[config.mk]
export PLATFORM = sky130hd
export DESIGN_NAME = obstacle_scheduler
export DESIGN_NICKNAME = d
export VERILOG_FILES = /design/src/rtl/obstacle_scheduler.sv
export SDC_FILE = /design/constraint.sdc
export NUM_CORES = 2
export LEC_CHECK = 0
export BUFFER_PORTS_ARGS = -buffer_cell sky130_fd_sc_hd__buf_2
export CORE_MARGIN = 3
export CORE_UTILIZATION = 40
export CTS_CLUSTER_DIAMETER = 200
export CTS_CLUSTER_SIZE = 40
export DETAILED_ROUTE_END_ITERATION = 10
export GPL_TIMING_DRIVEN = 0
export SETUP_SLACK_MARGIN = 0.5
export SLEW_MARGIN = 20
export SYNTH_ARGS = -nofsm -noshare
export SYNTH_HDL_FRONTEND = slang
export SYNTH_SLANG_ARGS = --single-unit
[constraint.sdc]
create_clock -name clk -period 34.6 [get_ports clk]
set_input_delay 6.92 -clock clk [delete_from_list [all_inputs] [get_ports clk]]
set_output_delay 6.92 -clock clk [all_outputs]
set_load 0.01 [all_outputs]
[src/rtl/obstacle_scheduler.sv]
// Ten-slot obstacle table: scrolls, retires and spawns obstacles once per frame tick
// while in play, then publishes the whole table to the renderer in one cycle.
module obstacle_scheduler #(
   parameter int          N_OBS        = 10,
   parameter int          SCREEN_W     = 640,
   parameter int          OBS_W        = 20,
   parameter int          OBS_H        = 40,
   parameter int          Y_BASE       = 60,
   parameter int          SPEED        = 4,
   parameter int          SPAWN_PERIOD = 60,
   parameter logic [1:0]  GM_PLAY      = 2'b01,
   parameter logic [15:0] LFSR_SEED    = 16'hACE1
) (
   input  logic                   clk,
   input  logic                   rst,
   input  logic                   frame_tick,
   input  logic [1:0]             gamemode,
   input  logic                   game_start,
   output logic [N_OBS-1:0][9:0]  obstacle_x_game_left,
   output logic [N_OBS-1:0][9:0]  obstacle_x_game_right,
   output logic [N_OBS-1:0][8:0]  obstacle_y_game_up,
   output logic [N_OBS-1:0][8:0]  obstacle_y_game_down,
   output logic [N_OBS-1:0]       obstacle_valid,
   output logic                   busy,
   output logic                   frame_done,
   output logic                   spawn_drop
);

   localparam int         IDX_W      = $clog2(N_OBS);
   localparam logic [9:0] SPEED_V    = 10'(SPEED);
   localparam logic [9:0] SPAWN_LAST = 10'(SPAWN_PERIOD - 1);
   localparam logic [9:0] SPAWN_XL   = 10'(SCREEN_W - OBS_W);
   localparam logic [9:0] SPAWN_XR   = 10'(SCREEN_W - 1);
   localparam logic [8:0] Y_BASE_V   = 9'(Y_BASE);
   localparam logic [8:0] OBS_H_M1   = 9'(OBS_H - 1);

   typedef enum logic [1:0] {IDLE, SCROLL, SPAWN, COMMIT} state_t;

   state_t                 state;
   logic [IDX_W-1:0]       idx;
   logic [9:0]             spawn_cnt;
   logic [15:0]            lfsr;
   logic [N_OBS-1:0][9:0]  sh_xl;
   logic [N_OBS-1:0][9:0]  sh_xr;
   logic [N_OBS-1:0][8:0]  sh_yu;
   logic [N_OBS-1:0][8:0]  sh_yd;
   logic [N_OBS-1:0]       sh_v;

   logic                   free_found;
   logic [IDX_W-1:0]       free_idx;
   logic [15:0]            lfsr_next;
   logic [8:0]             spawn_y;

   assign lfsr_next = {lfsr[14:0], lfsr[15] ^ lfsr[13] ^ lfsr[12] ^ lfsr[10]};
   assign spawn_y   = Y_BASE_V + {1'b0, lfsr[7:0]};
   assign busy      = (state != IDLE);

   // Lowest-index free slot: scan downward so the last hit is the lowest index.
   always_comb begin
      // NOTE: every always_comb output gets a default first, otherwise a latch is inferred.
      free_found = 1'b0;
      free_idx   = '0;
      for (int i = N_OBS - 1; i >= 0; i--) begin
         if (!sh_v[i]) begin
            free_found = 1'b1;
            free_idx   = IDX_W'(i);
         end
      end
   end

   always_ff @(posedge clk or posedge rst) begin
      // NOTE: the slot tables are reset because invalid slots must read back as zero.
      if (rst) begin
         state                 <= IDLE;
         idx                   <= '0;
         spawn_cnt             <= '0;
         lfsr                  <= LFSR_SEED;
         sh_xl                 <= '0;
         sh_xr                 <= '0;
         sh_yu                 <= '0;
         sh_yd                 <= '0;
         sh_v                  <= '0;
         obstacle_x_game_left  <= '0;
         obstacle_x_game_right <= '0;
         obstacle_y_game_up    <= '0;
         obstacle_y_game_down  <= '0;
         obstacle_valid        <= '0;
         frame_done            <= 1'b0;
         spawn_drop            <= 1'b0;
      end else begin
         // NOTE: sequential state uses non-blocking assignments only.
         frame_done <= 1'b0;
         spawn_drop <= 1'b0;
         if (game_start) begin
            state                 <= IDLE;
            idx                   <= '0;
            spawn_cnt             <= '0;
            lfsr                  <= LFSR_SEED;
            sh_xl                 <= '0;
            sh_xr                 <= '0;
            sh_yu                 <= '0;
            sh_yd                 <= '0;
            sh_v                  <= '0;
            obstacle_x_game_left  <= '0;
            obstacle_x_game_right <= '0;
            obstacle_y_game_up    <= '0;
            obstacle_y_game_down  <= '0;
            obstacle_valid        <= '0;
         end else begin
            case (state)
               IDLE: begin
                  if (frame_tick && gamemode == GM_PLAY) begin
                     state <= SCROLL;
                     idx   <= '0;
                  end
               end
               SCROLL: begin
                  if (sh_v[idx]) begin
                     if (sh_xr[idx] < SPEED_V) begin
                        sh_v[idx]  <= 1'b0;
                        sh_xl[idx] <= '0;
                        sh_xr[idx] <= '0;
                        sh_yu[idx] <= '0;
                        sh_yd[idx] <= '0;
                     end else begin
                        sh_xr[idx] <= sh_xr[idx] - SPEED_V;
                        sh_xl[idx] <= (sh_xl[idx] >= SPEED_V) ? sh_xl[idx] - SPEED_V : '0;
                     end
                  end
                  if (idx == IDX_W'(N_OBS - 1)) state <= SPAWN;
                  else                          idx   <= idx + IDX_W'(1);
               end
               SPAWN: begin
                  if (spawn_cnt == SPAWN_LAST) begin
                     spawn_cnt <= '0;
                     if (free_found) begin
                        sh_v[free_idx]  <= 1'b1;
                        sh_xl[free_idx] <= SPAWN_XL;
                        sh_xr[free_idx] <= SPAWN_XR;
                        sh_yu[free_idx] <= spawn_y;
                        sh_yd[free_idx] <= spawn_y + OBS_H_M1;
                        lfsr            <= lfsr_next;
                     end else begin
                        spawn_drop <= 1'b1;
                     end
                  end else begin
                     spawn_cnt <= spawn_cnt + 10'd1;
                  end
                  state <= COMMIT;
               end
               COMMIT: begin
                  obstacle_x_game_left  <= sh_xl;
                  obstacle_x_game_right <= sh_xr;
                  obstacle_y_game_up    <= sh_yu;
                  obstacle_y_game_down  <= sh_yd;
                  obstacle_valid        <= sh_v;
                  frame_done            <= 1'b1;
                  state                 <= IDLE;
               end
               default: state <= IDLE;
            endcase
         end
      end
   end

endmodule

* After elaboration in Yosys (flattened, before gate mapping)
Index checks and enable logic that the tools add are counted.
Storage, ports and cells: logic and storage cells 251, bits of input ports 6, register bits after elaboration 814
Cells by class: bitwise logic cells 18, add/subtract/negate cells 6, mux-type cells 104, eq/ne operators 13, $lt $le $gt $ge 6, reduce and logical (&&, ||, !) cells 16
Operators with widths (count):
- 100-bit 2-to-1 mux | 14
- 90-bit 2-to-1 mux | 14
- 100-bit one-hot mux with 2 select lines | 2
- 90-bit one-hot mux with 2 select lines | 2
- 100-bit AND | 2
- 100-bit bitwise mux | 2
- 90-bit AND | 2
- 90-bit bitwise mux | 2
- 10-bit 2-to-1 mux | 15
- 100-bit inverter | 1
- 90-bit inverter | 1
- 10-bit binary-select mux with 4-bit select | 2
- 10-bit demux with 4-bit select | 2
- 80-bit OR | 1
- 9-bit demux with 4-bit select | 2
- 16-bit 2-to-1 mux | 4
- 4-bit 2-to-1 mux | 13
- 50-bit AND | 1
- 50-bit inverter | 1
- 50-bit OR | 1
- 3-bit != test, second input constant | 7
- 20-bit AND | 1
- 20-bit inverter | 1
- 10-bit one-hot mux with 2 select lines | 1
- 32 further kinds | 69

* Depth between registers and ports, before layout
word-level depth 20, depth in mapped cells 18, depth with buffers taken out 12

* Least setup slack after synthesis
OpenSTA, ideal clock, no wires.
kind input port to flip-flop, from in game_start, to reg sh_xl[82] (netlist bit), path buffers 3, data arrival time 9.058 ns, stages on the path 10, setup slack 25.405 ns, cell sequence nand2b_1 > clkbuf_1 > or4_1 > o21ai_0 > or3_1 > buf_6 > buf_2 > nor2_1 > a311oi_1 > a21oi_1
Between the ends: longest elaborated chain between the ends 2
RTL lines:
- from (decl) | line 18 | input logic game_start,
- 3-bit != test (no source line) / 3-bit nonzero test (equally long branches)
- 4-bit AND reduction (no source line)
- to (signal, indexed assignment) | line 127 | sh_xl[idx] <= (sh_xl[idx] >= SPEED_V) ? sh_xl[idx] - SPEED_V : '0;
- to (decl) | line 43 | logic [N_OBS-1:0][9:0] sh_xl;
Parallel ways exist; a longest one is shown, timed or not. A chain may end at the register's enable or synchronous reset.

* Worst setup path after layout
from in game_start, to reg sh_xr[59] (netlist bit)
Between the ends: longest elaborated chain between the ends 2
RTL lines:
- 3-bit != test (no source line) / 3-bit nonzero test (equally long branches)
- 4-bit AND reduction (no source line)
- to (signal, indexed assignment) | line 126 | sh_xr[idx] <= sh_xr[idx] - SPEED_V;
- to (decl) | line 44 | logic [N_OBS-1:0][9:0] sh_xr;
Parallel ways exist; a longest one is shown, timed or not.

==> impl_metrics.ini <==
[synth]
synth_compound_area_share_pct = 15.2
yosysWarningCount = 0
netlist_area_um2 = 36600
yosysUniqueCellTypes = 93
synth-simple-area-share_pct = 10.9
synthXorXnorAreaFrac_pct = 0.667
async_flop_share_pct = 100
ys.flop_type = dfrtp_1
synth_seq_cells = 814
synth_top_family_by_area = compound AO/OA/AOI/OAI gates
avgSynthCellArea_um2 = 11.1
syn_inst = 3285
synthMuxAreaShare_pct = 13.8
synth_nets = 3307
synth_edf_count = 0
yosysSeqAreaShare_pct = 55.7
synthAdderAreaFrac_pct = 0.547

[place]
post-place-ws_ns = 24.04
portBuffers = 398
dp_hpwl_um = 109000
dp_cells = 4877
globalplace.congestion = 1.00

[floorplanning]
ios = 399
die_area_um2 = 95100
fp.dieH_um = 308
dieWidth_um = 308
start_util_pct = 40.5
core_um2 = 90400
fp-row-count = 110

[critical_path]
endpoint_kind = flop
crit_path_max_fanout = 10
r2r_end = sh_xr[34]$_DFFE_PP0P_
critPathKind = in2reg
crit_required_ns = 35.18
crit_arrival_ns = 10.64
r2r_slack_ns = 28.91
setup.worst_path.start = game_start
setup.worst_path.start_class = input pin
r2r_cells = 15
reg2reg_from = idx[1]$_DFFE_PP0P_

[clocking]
cts_resized = 0
cts_num_sinks = 814
clock_latency_ns = 0.69
numCtsBuffers = 24
cts_tree = built
postCtsSetupRepairBufs = 0
htree_levels = 1
ctsHoldBuffers = 0
clock_path_buffers = 3
cts-root-buf = clkbuf_16
clk_pin_slew_worst_paths_ns = 0.17

[power]
pwr-share-clk_pct = 20.0
p_int_mw = 1.28
p_switching_mw = 0.928
p_comb_share_pct = 35.0
vdd_drop_max_mv = 0.0392
switching_share_pct = 42.0
p_seq_share_pct = 45.0
p_leak_nw = 18.5
power.density_nw_per_um2 = 53.7

[sta]
finalCritPeriodShare_pct = 29.1
setup_viol = 0
rsz0062_at_grt = false
max_freq_mhz = 99.5
drv_slew = 0
relSlewSlack_pct = 15.9
setup_ws_ns = 24.55
worst_pin_slew_ns = 1.26
timing.final.crit_period_ns = 10.05
hold_viol = 0
fin_skew_ns = 0.0685

[grt]
grt_busiest_layer = met2
grtUsageMet3_pct = 6.21
grt_usage_pct = 30.2
antenna_found_initial = 4
overflow = 0
grt_pass1_vias = 28600
grt_pass1_wl_um = 210000
grt_max_degree = 108
grtUsageMet2_pct = 47.5
grt_use_met1_pct = 41.5

[routing]
wire_per_inst_um = 29.9
drt_iter0_drc = 3690
ant_nets = 0
vias_per_cell = 5.97
num_vias = 29300
wl_um = 147000
dr.pass1.iters = 6
drc = 0

[finish]
nNetsFinal = 3749
area.growth.synth_to_final_pct = 12.4
stdcell_count = 4914
layout-drive-gt1-share_pct = 16.5

[min_path]
holdPathStages = 2
min_to = lfsr[15]$_DFFE_PP1P_
hold_start = lfsr[14]$_DFFE_PP0P_
hp-class = reg2reg

[job]
maxCapViolCount = 0

[status]
status = completed
per-layer routing:
layer	vias to the layer above	wire, um
li1	12700	-
met1	14900	62100
met2	1463	65600
met3	267	12800
met4	2	6530
met5	-	92
cell usage after synthesis, types with 35 or more instances:
cell type  instances  area (um^2)
clkbuf_1         125          469
buf_2             49          245
dfrtp_1          806        20200
o21ai_0          116          581
nor3_1            35          175
a21oi_1          106          531
buf_1             48          180
a22o_1           170         1490
nand3_1           60          300
a22oi_1           39          293
o22ai_1           59          369
mux2i_1          428         4280
nor2_1           568         2130
nand2_1          156          586
power by group through the flow:
stage                     clock network, mW  logic [mW]  registers [mW]
after floorplan                           0       0.437            1.00
after global placement                    0       0.731            1.01
after detailed placement                  0       0.737            1.01
after CTS                             0.449       0.740           0.995
after global routing                  0.477       0.790           0.997
final                                 0.442       0.773           0.995
cells by family after synthesis:
logic type / Yosys count
compound gates: 763
xor+xnor: 27
fa+ha+maj: 16
buf+inv: 266
flops: 814
mux: 471
simple gates: 928
cell usage in the layout (no fill, tap or decap), types with 11 or more instances in the layout:
| cell | count |
|---|---|
| a22o_1 | 170 |
| clkbuf_16 | 25 |
| nor2_1 | 556 |
| a221oi_1 | 11 |
| a31oi_1 | 18 |
| a21oi_1 | 106 |
| and3_1 | 12 |
| a311oi_1 | 11 |
| a2bb2oi_1 | 13 |
| nand3_1 | 60 |
| dfrtp_1 | 806 |
| a22oi_1 | 39 |
| nor2b_1 | 11 |
| o21ai_0 | 116 |
| o32a_1 | 16 |
| o22ai_1 | 59 |
| o211ai_1 | 21 |
| inv_1 | 28 |
| buf_6 | 14 |
| or3_1 | 13 |
| o21ai_1 | 31 |
| o2bb2ai_1 | 20 |
| mux4_2 | 24 |
| a32o_1 | 17 |
| o21a_1 | 16 |
| ha_1 | 16 |
| a211oi_1 | 24 |
| and2_1 | 20 |
| xnor2_1 | 17 |
| mux2_2 | 19 |
| nand2_1 | 156 |
| nor2_2 | 15 |
| buf_2 | 449 |
| mux2i_1 | 428 |
| buf_1 | 46 |
| clkbuf_1 | 134 |
| nor3_1 | 34 |
registers in the layout (all words and copies together) (netlist names):
register,cells
sh_v,10
obstacle_y_game_down,90
sh_yd,90
obstacle_valid,10
frame_done,1
sh_xl,100
spawn_drop,1
sh_yu,90
obstacle_y_game_up,90
state,2
idx,4
lfsr,16
sh_xr,100
obstacle_x_game_right,100
spawn_cnt,10
obstacle_x_game_left,100
how the worst max path moves through the flow:
stage | depth (start not counted) | slack [ns] | end
final | 11 | 24.55 | sh_xr[59]$_DFFE_PP0P_
after global routing | 11 | 24.50 | sh_xr[59]$_DFFE_PP0P_
after CTS | 11 | 24.78 | sh_xr[59]$_DFFE_PP0P_
after detailed placement | 11 | 24.04 | sh_xr[59]$_DFFE_PP0P_
after global placement | 2 | -4.94 | obstacle_y_game_up[56]$_DFFE_PP0P_
after floorplan | 1 | 4.83 | frame_done$_DFF_PP0_
worst max-delay path, cell delays in order:
cell and delay [ns]:
buf_2 0.14, nand2b_1 0.11, clkbuf_1 0.57, or4_1 0.31, o21ai_0 0.18, nor3_1 0.32, buf_2 0.32, nand2_1 0.33
a21oi_1 1.10, nand2_1 0.11, o32a_1 0.22
final cells by class:
class / instances / area [um^2]
antenna: 1 / 2.50
sequential: 814 / 20400
clock inverter: 1 / 30.0
tap: 1176 / 1470
fill: 8607 / 49300
clock buffer: 35 / 663
inverter: 30 / 120
multi-input combinational: 2205 / 15100
buffer: 236 / 1050
timing repair buffer: 416 / 2330
stage by stage:
stage / util (%) / setup TNS (ns) / total power, mW / cell area, um^2 / hold WS [ns]
3_3_place_gp: 44.3 / -3881.14 / 1.75 / 40100 / 0.470
4_1_cts: 45.5 / 0 / 2.18 / 41100 / 0.506
3_5_place_dp: 44.7 / 0 / 1.75 / 40400 / 0.483
6_report: 45.5 / 0 / 2.21 / 41100 / 0.505
5_1_grt: 45.5 / 0 / 2.26 / 41100 / 0.529
2_1_floorplan: - / 0 / 1.44 / 36600 / 0.460
Power figures use the tool's default switching activity.
